File: src/rtl/gf_add_pkg.sv
// Shared definitions for the pipelined GF/integer adder.
//   MODE_INT / MODE_GF : per-beat operation select carried with each beat
//   seg_width()        : bits handled by each pipeline segment
//   stage_ctl_t        : per-stage control register (valid, mode, carry)
package gf_add_pkg;

    typedef enum logic {
        MODE_INT = 1'b0,
        MODE_GF  = 1'b1
    } gf_mode_e;

    function automatic int unsigned seg_width(input int unsigned data_width,
                                              input int unsigned num_stages);
        return data_width / num_stages;
    endfunction

    typedef struct packed {
        logic valid;
        logic mode;
        logic carry;
    } stage_ctl_t;

endpackage

File: src/rtl/add_slice.sv
// SEG-bit combinational ripple adder slice.
//   a, b    : operand slices
//   ci      : carry into the slice
//   gf_mode : MODE_GF suppresses every carry so sum = a ^ b and co = 0
//   sum     : slice result
//   co      : carry out of the slice
module add_slice
    import gf_add_pkg::*;
#(
    parameter int unsigned SEG = 8
) (
    input  logic [SEG-1:0] a,
    input  logic [SEG-1:0] b,
    input  logic           ci,
    input  logic           gf_mode,
    output logic [SEG-1:0] sum,
    output logic           co
);

    logic         w_gf;
    logic [SEG:0] w_c;

    assign w_gf = (gf_mode == MODE_GF);

    always_comb begin
        w_c    = '0;
        sum    = '0;
        w_c[0] = ci & ~w_gf;
        for (int unsigned i = 0; i < SEG; i++) begin
            sum[i]   = a[i] ^ b[i] ^ w_c[i];
            w_c[i+1] = ~w_gf & ((a[i] & b[i]) | (w_c[i] & (a[i] ^ b[i])));
        end
        co = w_c[SEG];
    end

endmodule

File: src/rtl/pipelined_gf_adder.sv
// Pipelined integer / GF(2^m) adder with valid/ready on both sides.
// The add is split into NUM_STAGES segments of SEG bits; stage k adds
// segment k using the registered carry of stage k-1 and registers the
// result together with the not-yet-added upper operand bits.
//   clk, rst           : clock, synchronous active-high reset
//   in_valid/in_ready  : operand handshake
//   in_a, in_b, in_ci  : operands and carry-in (carry-in ignored in GF mode)
//   in_mode            : 0 integer add, 1 GF add (XOR)
//   out_valid/out_ready: result handshake
//   out_sum, out_co    : result and carry-out (carry-out 0 in GF mode)
//   out_mode           : mode of the beat being presented
module pipelined_gf_adder
    import gf_add_pkg::*;
#(
    parameter int unsigned DATA_WIDTH = 32,
    parameter int unsigned NUM_STAGES = 4
) (
    input  logic                  clk,
    input  logic                  rst,
    input  logic                  in_valid,
    output logic                  in_ready,
    input  logic [DATA_WIDTH-1:0] in_a,
    input  logic [DATA_WIDTH-1:0] in_b,
    input  logic                  in_ci,
    input  logic                  in_mode,
    output logic                  out_valid,
    input  logic                  out_ready,
    output logic [DATA_WIDTH-1:0] out_sum,
    output logic                  out_co,
    output logic                  out_mode
);

    localparam int unsigned SEG = seg_width(DATA_WIDTH, NUM_STAGES);

    logic [NUM_STAGES:0]   w_stage_ready;
    logic [NUM_STAGES-1:0] w_valid;

    // A stage may load when it is empty or when the stage after it is
    // moving; walked from the output back so bubbles collapse.
    always_comb begin
        w_stage_ready             = '0;
        w_stage_ready[NUM_STAGES] = out_ready;
        for (int unsigned i = 0; i < NUM_STAGES; i++) begin
            w_stage_ready[NUM_STAGES-1-i] = !w_valid[NUM_STAGES-1-i] ||
                                            w_stage_ready[NUM_STAGES-i];
        end
    end

    assign in_ready = w_stage_ready[0];

    for (genvar k = 0; k < NUM_STAGES; k++) begin : g_stage
        // Operand bits still to be added on entry to this stage, and sum
        // bits complete on exit from it.
        localparam int unsigned UP_W  = DATA_WIDTH - k * SEG;
        localparam int unsigned SUM_W = (k + 1) * SEG;

        logic [UP_W-1:0]  w_up_a;
        logic [UP_W-1:0]  w_up_b;
        logic             w_up_valid;
        logic             w_up_mode;
        logic             w_ci;
        logic [SEG-1:0]   w_sum;
        logic             w_co;
        logic [SUM_W-1:0] w_new_sum;

        stage_ctl_t       r_ctl;
        logic [SUM_W-1:0] r_sum;

        if (k == 0) begin : g_src
            assign w_up_a     = in_a;
            assign w_up_b     = in_b;
            assign w_up_valid = in_valid;
            assign w_up_mode  = in_mode;
            assign w_ci       = in_ci;
            assign w_new_sum  = w_sum;
        end else begin : g_src
            assign w_up_a     = g_stage[k-1].g_rem.r_a;
            assign w_up_b     = g_stage[k-1].g_rem.r_b;
            assign w_up_valid = g_stage[k-1].r_ctl.valid;
            assign w_up_mode  = g_stage[k-1].r_ctl.mode;
            assign w_ci       = g_stage[k-1].r_ctl.carry;
            assign w_new_sum  = {w_sum, g_stage[k-1].r_sum};
        end

        add_slice #(
            .SEG (SEG)
        ) u_slice (
            .a       (w_up_a[SEG-1:0]),
            .b       (w_up_b[SEG-1:0]),
            .ci      (w_ci),
            .gf_mode (w_up_mode),
            .sum     (w_sum),
            .co      (w_co)
        );

        // Payload only loads with a valid beat, so an empty output stage
        // keeps presenting its last (or reset) value.
        always_ff @(posedge clk) begin
            if (rst) begin
                r_ctl <= '0;
                r_sum <= '0;
            end else if (w_stage_ready[k]) begin
                r_ctl.valid <= w_up_valid;
                if (w_up_valid) begin
                    r_ctl.mode  <= w_up_mode;
                    r_ctl.carry <= w_co;
                    r_sum       <= w_new_sum;
                end
            end
        end

        assign w_valid[k] = r_ctl.valid;

        if (k + 1 < NUM_STAGES) begin : g_rem
            logic [UP_W-SEG-1:0] r_a;
            logic [UP_W-SEG-1:0] r_b;

            always_ff @(posedge clk) begin
                if (w_stage_ready[k] && w_up_valid) begin
                    r_a <= w_up_a[UP_W-1:SEG];
                    r_b <= w_up_b[UP_W-1:SEG];
                end
            end
        end

        if (k == NUM_STAGES - 1) begin : g_out
            assign out_valid = r_ctl.valid;
            assign out_mode  = r_ctl.mode;
            assign out_co    = r_ctl.carry;
            assign out_sum   = r_sum;
        end
    end

endmodule

File: config.mk
export PLATFORM = sky130hd
export DESIGN_NAME = pipelined_gf_adder
export DESIGN_NICKNAME = d
export VERILOG_FILES = /design/src/rtl/gf_add_pkg.sv /design/src/rtl/add_slice.sv /design/src/rtl/pipelined_gf_adder.sv
export SDC_FILE = /design/constraint.sdc
export NUM_CORES = 1
export LEC_CHECK = 0
export CAP_MARGIN = 40
export CORE_UTILIZATION = 44
export DETAILED_ROUTE_END_ITERATION = 12
export GPL_ROUTABILITY_DRIVEN = 0
export HOLD_SLACK_MARGIN = 0.05
export PLACE_DENSITY = 0.69
export REMOVE_ABC_BUFFERS = 1
export SLEW_MARGIN = 20
export SYNTH_ARGS = -nofsm -noshare
export SYNTH_HDL_FRONTEND = slang
export SYNTH_SLANG_ARGS = --single-unit
File: constraint.sdc
create_clock -name clk -period 4.56 [get_ports clk]
set_input_delay 0.456 -clock clk [delete_from_list [all_inputs] [get_ports clk]]
set_output_delay 0.456 -clock clk [all_outputs]
set_load 0.01 [all_outputs]
Word level (Yosys, flattened, before mapping)
Index checks and enable logic that the tools add are counted.
{ "classes": {"n_bitwise": 200, "reduce_logical": 15} }
{ "ops": {"columns": ["cell", "n"], "rows": [
  ["$and 1x1->1", 100],
  ["$xor 1x1->1", 64],
  ["$or 1x1->1", 32],
  ["$reduce_and 2->1", 4],
  ["$logic_not 1->1", 4],
  ["$logic_or 1x1->1", 4],
  ["$not 1->1", 4],
  ["$logic_and 1x1->1", 3]
]} }
{ "totals": {"elab_cells": 237, "inputBits": 70, "out_inout_bits": 36, "reg_bits": 188} }

Logic depth before layout (Yosys ltp)
Gate-level depths: netlist of run 1.
{ "logic_depth": {"word_depth": 26, "mapped_depth": 20, "depth_no_buf": 19} }

Cells and area by module
Synthesis of run 1 repeated with hierarchy kept, for this count alone.
{ "hier_totals": {"hier_cells": 606, "area_unflattened_um2": 7534.7} }
{ "by_module_without_submodules": {"columns": ["mod", "instances", "area_per_inst_um2", "seq_area_each_um2", "cells_per_inst"], "rows": [
  ["pipelined_gf_adder", 1, 6598.8, 4724.5, 514],
  ["add_slice", 4, 234.0, 0.0, 23]
]} }

Least setup slack after synthesis of run 1
No wires, ideal clock.
{ "synth_timing": {"kind": "input to register", "from": "in in_mode", "to": "reg g_stage[0].r_ctl (netlist bit g_stage[1].w_ci)", "t_required_ps": 4438, "stages": 20, "n_path_buf": 1, "setup_ps": 122, "path_slack_ps": -71, "arrival_ps": 4509, "cell_sequence": "clkbuf_1 nand2b_1 fa_1 nor2_1 fa_1 nor2b_1 fa_1 nor2b_1 fa_1 nor2b_1 fa_1 nor2b_1 fa_1 nor2b_1 fa_1 nand2b_1 fa_1 nor2_1 o2111a_1 a311o_1"} }
{ "synth_via": {"elab_chain_len": 26} }
{ "synth_lines": {"columns": ["element", "line_no", "text"], "rows": [
  ["start: declaration", "pipelined_gf_adder.sv:25", "input logic in_mode,"],
  ["$not 1->1 (*)", "add_slice.sv:28, add_slice.sv:31", null],
  ["$and 1x1->1", "add_slice.sv:28", "w_c[0] = ci & ~w_gf;"],
  ["$and 1x1->1", "add_slice.sv:31", "w_c[i+1] = ~w_gf & ((a[i] & b[i]) | (w_c[i] & (a[i] ^ b[i])));"],
  ["$or 1x1->1", "add_slice.sv:31", null],
  ["$and 1x1->1 (2 in a row)", "add_slice.sv:31", null],
  ["$or 1x1->1", "add_slice.sv:31", null],
  ["$and 1x1->1 (2 in a row)", "add_slice.sv:31", null],
  ["$or 1x1->1", "add_slice.sv:31", null],
  ["[... 5 more ...]", null, null],
  ["$or 1x1->1", "add_slice.sv:31", null],
  ["$and 1x1->1 (2 in a row)", "add_slice.sv:31", null],
  ["$or 1x1->1", "add_slice.sv:31", null],
  ["$and 1x1->1 (2 in a row)", "add_slice.sv:31", null],
  ["$or 1x1->1", "add_slice.sv:31", null],
  ["$and 1x1->1 (2 in a row)", "add_slice.sv:31", null],
  ["$or 1x1->1", "add_slice.sv:31", null],
  ["$and 1x1->1 (*)", "add_slice.sv:31", null],
  ["end: declaration", "pipelined_gf_adder.sv:66", "stage_ctl_t r_ctl;"]
]} }
Mark *: on every way between the ends. The rest lies on a longest branch, timed or not.
A chain may end at the register's enable or synchronous reset.

Worst setup path after layout of run 1
{ "layout_timing": {"from": "in in_b[0]", "to": "reg g_stage[0].r_sum[7]"} }
{ "layout_via": {"elab_chain_len": 23, "elab_cells_between_ends": 24, "cone_classes": "bitwise: 24"} }
{ "layout_lines": {"columns": ["element", "line_no", "text"], "rows": [
  ["start: declaration", "pipelined_gf_adder.sv:23", "input logic [DATA_WIDTH-1:0] in_b,"],
  ["$xor 1x1->1", "add_slice.sv:31", null],
  ["$and 1x1->1", "add_slice.sv:31", null],
  ["$or 1x1->1 (*)", "add_slice.sv:31", null],
  ["$and 1x1->1 (*) (2 in a row)", "add_slice.sv:31", null],
  ["$or 1x1->1 (*)", "add_slice.sv:31", null],
  ["$and 1x1->1 (*) (2 in a row)", "add_slice.sv:31", null],
  ["$or 1x1->1 (*)", "add_slice.sv:31", null],
  ["$and 1x1->1 (*) (2 in a row)", "add_slice.sv:31", null],
  ["$or 1x1->1 (*)", "add_slice.sv:31", null],
  ["$and 1x1->1 (*) (2 in a row)", "add_slice.sv:31", null],
  ["$or 1x1->1 (*)", "add_slice.sv:31", null],
  ["$and 1x1->1 (*) (2 in a row)", "add_slice.sv:31", null],
  ["$or 1x1->1 (*)", "add_slice.sv:31", null],
  ["$and 1x1->1 (*) (2 in a row)", "add_slice.sv:31", null],
  ["$or 1x1->1 (*)", "add_slice.sv:31", null],
  ["$and 1x1->1 (*)", "add_slice.sv:31", null],
  ["$xor 1x1->1 (*)", "add_slice.sv:30", "sum[i] = a[i] ^ b[i] ^ w_c[i];"],
  ["end signal: assignment", "pipelined_gf_adder.sv:107", "r_sum <= w_new_sum;"],
  ["end: declaration", "pipelined_gf_adder.sv:67", "logic [SUM_W-1:0] r_sum;"]
]} }
Marks and branches as above.

==> flow_summary.ini, run 1 <==
[run_status]
outcome = complete, no violations

[power_and_ir_drop]
p_switching_w = 0.000761
totalPowerFinal_w = 0.00380
leakage_nw = 3.45
switching_share_pct = 20.0
pwr-share-seq_pct = 49.6
combPwrFrac_pct = 7.5
max-vdd-ir-drop_uv = 288
powerDensity_nw_per_um2 = 396
p_int_w = 0.00304
p_clk_share_pct = 42.9

[clocking]
clk_path_buf_depth = 2
postCtsSetupRepairBufs = 0
cts_buffers = 17
root_buffer = clkbuf_16
cts_max_level = 4
clock_latency_ns = 0.43
clock_sinks = 188
hold_buffers = 0
cts_tree = built
clk_pin_slew_worst_paths_ns = 0.07

[synth]
ys.flop_type = edfxtp_1
ys_warn_count = 0
ys_seq_area_share_pct = 62.8
syn-cell-area_um2 = 7530
yosysUniqueCellTypes = 40
syn_inst = 592
synth-edff-count = 96
postSynth.asyncResetShare_pct = 0
synth_seq_cells = 188
synth.avg_cell_area_um2 = 12.7

[setup_path]
max_stage_delay_ns = 0.44
cp_data_required_time_ns = 4.93
crit_family = adder cells
path_buf_inv = 2
cp_slowest_cell = fa_2
arrival_ns = 4.81
critPathMostFrequentCell = fa_2
r2r_setup_slack_ns = 0.21
crit_chain = clkdlybuf4s50_1, inv_1, fa_2, nor2_1, fa_2, nor2b_2, fa_2, nor2b_2, fa_1, nor2b_1, fa_1, nor2b_1, fa_1, nor2b_2, fa_2, nand2b_1, fa_2, o211ai_1, o211a_1
start_kind = primary input
path_class = in2reg
crit_fanout = 1
cp-end-kind = register

[final_layout]
post-route-util_pct = 57.7
design_area_um2 = 9600
insertedDiodeCount = 0
areaGrowthSynthToFinish_pct = 27.5
finalNetCount = 788
final_layout_size_suffix_gt1_share_pct = 14.8

[drt]
post_drt_wl_per_cell_um = 15.8
via_per_inst = 5.18
firstDrtPassIters = 4
drc = 0
drtIter0Drc = 259
vias = 4759
ant_nets = 0
drt-total-wl_um = 14500

[die]
floorplan.initialDensity_pct = 45.2
die_area_um2 = 17600
pin_count = 106
core_um2 = 16600
rows = 47
dieWidth_um = 133
die_h_um = 133

[worst_hold_path]
hold_path.class = reg2reg

[placement]
dp_hpwl_um = 9830
placed_cell_area_um2 = 8810
pre_cts_ws_ns = -0.513
io_buffer_count = 105

[sta]
worst_pin_slew_ns = 0.693
rsz0062_at_grt = false
finalCritPeriodShare_pct = 97.3
clock_skew_ns = 0.0104
setup_violations = 0
hold_viol = 0
min_period_ns = 4.44
maxSlewViolCount = 0
fmax_mhz = 225
slew_headroom_pct = 53.7
setup_slack_ns = 0.121

[global_route]
grtUsageTotal_pct = 17.4
antenna_found_initial = 0
grt_max_degree = 62
grt_pass1_vias = 4761
grt_pass1_wl_um = 23400
globalRouteOverflowTotal = 0

[job]
max_cap_viol_count = 0
[per-stage QoR]
stage | hold slack (ns) | TNS [ns] | std cells
2_1_floorplan | 0.400 | 0 | 547
3_3_place_gp | 0.403 | -0.536 | 882
3_5_place_dp | 0.405 | -1.21 | 886
4_1_cts | 0.418 | 0 | 917
5_1_grt | 0.422 | 0 | 918
6_report | 0.412 | 0 | 918
[final cells by class]
type | instances | area, um^2
sequential | 188 | 4720
clock inverter | 7 | 189
timing repair buffer | 120 | 1220
tap | 220 | 275
clock buffer | 24 | 462
fill | 1349 | 7050
multi-input combinational | 337 | 2640
inverter | 22 | 82.6
[cell usage in the layout (no fill, tap or decap), types with 2 or more instances in the layout]
cell type	n
a211oi_2	3
a21oi_1	58
a311oi_1	2
a31o_2	15
a31oi_1	7
buf_16	2
buf_4	10
buf_8	3
bufinv_16	6
clkbuf_1	6
clkbuf_16	17
clkdlybuf4s50_1	102
dfxtp_1	92
edfxtp_1	96
fa_1	14
fa_2	18
inv_1	16
inv_2	5
mux2i_1	23
nand2_1	41
nand2b_1	21
nand2b_4	3
nand3_1	32
nand4_1	7
nor2_1	5
nor2b_1	10
nor2b_2	10
nor2b_4	2
nor3_1	2
nor3b_1	7
o211a_1	2
o211ai_1	2
o21ai_0	34
o311ai_0	4
o311ai_1	3
or4_1	2
[Yosys cell counts (all sizes together), types with 15 or more instances]
cell type / n / share of area [%]
mux2i: 23 / 3.1
a21oi: 59 / 3.9
nand2: 42 / 2.2
a31o: 15 / 1.7
nor2b: 22 / 1.8
fa: 32 / 8.5
dfxtp: 92 / 24
o21ai: 34 / 2.3
nand2b: 24 / 2.0
buf: 21 / 1.5
inv: 21 / 1.0
clkbuf: 24 / 1.2
edfxtp: 96 / 38
nand3: 32 / 2.1
[cells by family after synthesis]
kind of cell | Yosys count | synth area share (%)
AO/OA/AOI/OAI | 134 | 10.9
flip-flops | 188 | 62.8
adder cells (fa/ha/maj) | 32 | 8.51
AND/OR/NAND/NOR | 148 | 11.0
multiplexers | 23 | 3.06
buffers and inverters | 67 | 3.76
[power groups by stage]
stage	Combinational [W]	Sequential (W)	Clock, W
finish	0.000284	0.00189	0.00163
global placement	0.000253	0.00192	0
global route	0.000316	0.00189	0.00174
floorplan	0.000129	0.00192	0
detailed placement	0.000273	0.00192	0
CTS	0.000276	0.00189	0.00166
[final timing paths]
kind / from / endpoint / cells after the start
worst min register to register: g_stage[1].g_rem.r_b[12]$_DFFE_PP_ / g_stage[2].g_rem.r_b[4]$_DFFE_PP_ / 0
worst max-delay path: in_b[0] / g_stage[0].r_sum[7]$_SDFFE_PP0P_ / 19
worst max register to register: g_stage[3].w_up_mode$_SDFFE_PP0P_ / out_sum[31]$_SDFFE_PP0P_ / 17
worst min-delay path: g_stage[1].g_rem.r_b[12]$_DFFE_PP_ / g_stage[2].g_rem.r_b[4]$_DFFE_PP_ / 0
[what timing repair did]
action,4_1_cts,5_1_grt
resized for setup,7,33
setup endpoints to repair,2,4
pin swaps,0,7
[worst register-to-register path: cells and delay by family (launching register included)]
family	cells	cell delay [ns]
DFF	1	0.33
AOI/OAI and AO/OA	1	0.27
adders and majority gates	8	2.61
and+or+nand+nor	8	1.06
[flip-flops by register name, indices dropped and copies added (netlist names)]
register,flops
g_stage.w_up_mode,3
g_stage.w_ci,3
out_mode,1
g_stage.g_rem.r_a,48
out_co,1
out_sum,32
g_stage.g_rem.r_b,48
g_stage.w_up_valid,3
g_stage.r_sum,48
out_valid,1
[layer usage]
metal / track usage, % / up-vias / share of wire, %
li1: - / 2305 / -
met1: 19.8 / 2325 / 40
met2: 30.7 / 103 / 54
met3: 4.56 / 26 / 4.0
met4: 7.98 / 0 / 2.5
met5: 0 / - / 0
No activity file was read; power rests on OpenSTA's default activity.
==> run 2: changes to the inputs <==
--- a/config.mk
+++ b/config.mk
@@ -10,7 +10,7 @@
 export DETAILED_ROUTE_END_ITERATION = 12
 export GPL_ROUTABILITY_DRIVEN = 0
 export HOLD_SLACK_MARGIN = 0.05
-export PLACE_DENSITY = 0.69
+export PLACE_DENSITY = 0.67
 export REMOVE_ABC_BUFFERS = 1
 export SLEW_MARGIN = 20
 export SYNTH_ARGS = -nofsm -noshare
==> constraint.sdc (replaced) <==
create_clock -name clk -period 5.4 [get_ports clk]
set_input_delay 0.54 -clock clk [delete_from_list [all_inputs] [get_ports clk]]
set_output_delay 0.54 -clock clk [all_outputs]
set_load 0.01 [all_outputs]
==> flow_summary.ini, run 2 (synthesis gave the netlist of run 1 again) <==
[clocking]
postCtsSetupRepairBufs = 0
cts_tree = built
cts_buffers = 17
cts_repair_resize_count = 0
clk_path_buf_depth = 2
clock_latency_ns = 0.43
clk_pin_slew_worst_paths_ns = 0.07
cts_max_level = 4
clock_sinks = 188
root_buffer = clkbuf_16
hold_buffers = 0

[global_route]
grt_pass1_vias = 4820
antenna_found_initial = 0
grtUsageTotal_pct = 17.1
globalRouteOverflowTotal = 0
grt_max_degree = 76
grt_pass1_wl_um = 23200

[job]
max_cap_viol_count = 0

[setup_path]
cp_slowest_cell = clkdlybuf4s50_1
max_stage_delay_ns = 0.49
start_kind = primary input
r2r_setup_slack_ns = 0.96
cp-end-kind = register
cp-endpoint = g_stage[0].r_sum[7]$_SDFFE_PP0P_
crit_family = adder cells
rr_worst_depth = 17
worstReg2RegStart = g_stage[3].w_up_mode$_SDFFE_PP0P_
cp.depth = 19
critPathMostFrequentCell = fa_1
critical_path.startpoint = in_mode
cp_data_required_time_ns = 5.77
crit_fanout = 2
path_buf_inv = 1
r2r-end = out_sum[31]$_SDFFE_PP0P_
arrival_ns = 5.02
path_class = in2reg
crit_chain = clkdlybuf4s50_1, nand2b_1, fa_1, nor2_1, fa_1, nor2b_1, fa_1, nor2b_1, fa_1, nor2b_1, fa_1, nor2b_1, fa_1, nor2b_1, fa_1, nand2b_1, fa_1, o211ai_1, o211a_1

[sta]
hold_viol = 0
maxSlewViolCount = 0
min_period_ns = 4.65
finalCritPeriodShare_pct = 86.2
worst_pin_slew_ns = 0.745
fmax_mhz = 215
clock_skew_ns = 0.0117
hold_ws_ns = 0.412
slew_headroom_pct = 50.4
rsz0062_at_grt = false
setup_violations = 0
fin_tns_setup_ns = 0

[drt]
drtIter0Drc = 358
vias = 4696
post_drt_wl_per_cell_um = 15.1
firstDrtPassIters = 4
drc = 0
ant_nets = 0
via_per_inst = 5.12
drt-total-wl_um = 13900

[die]
pin_count = 106
dieWidth_um = 133
die_h_um = 133
die_area_um2 = 17600
core_um2 = 16600
floorplan.initialDensity_pct = 45.2
rows = 47

[power_and_ir_drop]
max-vdd-ir-drop_uv = 238
leakage_nw = 3.36
totalPowerFinal_w = 0.00300
powerDensity_nw_per_um2 = 321

[final_layout]
final_layout_size_suffix_gt1_share_pct = 10.2
finalNetCount = 786
design_area_um2 = 9350
post-route-util_pct = 56.2
insertedDiodeCount = 0
final_cell_mix = 104 x clkdlybuf4s50_1, 96 x edfxtp_1, 92 x dfxtp_1, 58 x a21oi_1, 41 x nand2_1
top_regs = g_stage.g_rem.r_a (48), g_stage.g_rem.r_b (48), g_stage.r_sum (48)
areaGrowthSynthToFinish_pct = 24.2
final_common_cell = clkdlybuf4s50_1

[placement]
io_buffer_count = 105
dp_hpwl_um = 9370
placed_cell_area_um2 = 8790

[run_status]
outcome = complete, no violations

[worst_hold_path]
hold_path.class = reg2reg
[run 2: per-stage QoR]
stage	setup WS [ns]	instances
floorplan	1.04	547
global placement	0.480	883
detailed placement	0.339	885
CTS	0.778	917
global route	0.563	917
finish	0.747	917
[run 2: how the worst min path moves through the flow]
stage	cells past startpoint	end	startpoint
after floorplan	0	g_stage[1].g_rem.r_a[0]$_DFFE_PP_	g_stage[0].g_rem.r_a[8]$_DFFE_PP_
after global placement	0	g_stage[2].g_rem.r_a[0]$_DFFE_PP_	g_stage[1].g_rem.r_a[8]$_DFFE_PP_
after global routing	0	g_stage[1].g_rem.r_a[3]$_DFFE_PP_	g_stage[0].g_rem.r_a[11]$_DFFE_PP_
after CTS	0	g_stage[1].g_rem.r_b[14]$_DFFE_PP_	g_stage[0].g_rem.r_b[22]$_DFFE_PP_
after detailed placement	0	g_stage[1].g_rem.r_a[3]$_DFFE_PP_	g_stage[0].g_rem.r_a[11]$_DFFE_PP_
final	0	g_stage[1].g_rem.r_b[14]$_DFFE_PP_	g_stage[0].g_rem.r_b[22]$_DFFE_PP_
[run 2: layout make-up]
type,instances,area [um^2]
clock buffer,18,429
fill,1352,7290
sequential,188,4720
timing repair buffer,118,1170
inverter,22,82.6
multi-input combinational,337,2530
clock inverter,14,136
tap,220,275
[run 2: routing by layer]
metal	up-vias	share of wire, %	GRT usage (%)
met5	-	0	0
met4	0	2.0	7.41
met3	22	4.1	4.14
met2	115	53	31.0
met1	2261	41	18.9
li1	2298	-	-
[run 2: worst register-to-register path, delay by kind of cell (launching register included)]
kind	cells	cell delay, ns
compound gates	1	0.26
fa+ha+maj	8	2.73
flops	1	0.32
simple gates	8	1.02
[run 2: where the power goes]
part           internal, W  total [W]  leakage [nW]  switching (W)
Clock             0.000645    0.00119         0.267       0.000543
Combinational     0.000114   0.000227          1.43       0.000112
Sequential         0.00156    0.00159          1.66      0.0000261
Total              0.00232    0.00300          3.36       0.000681
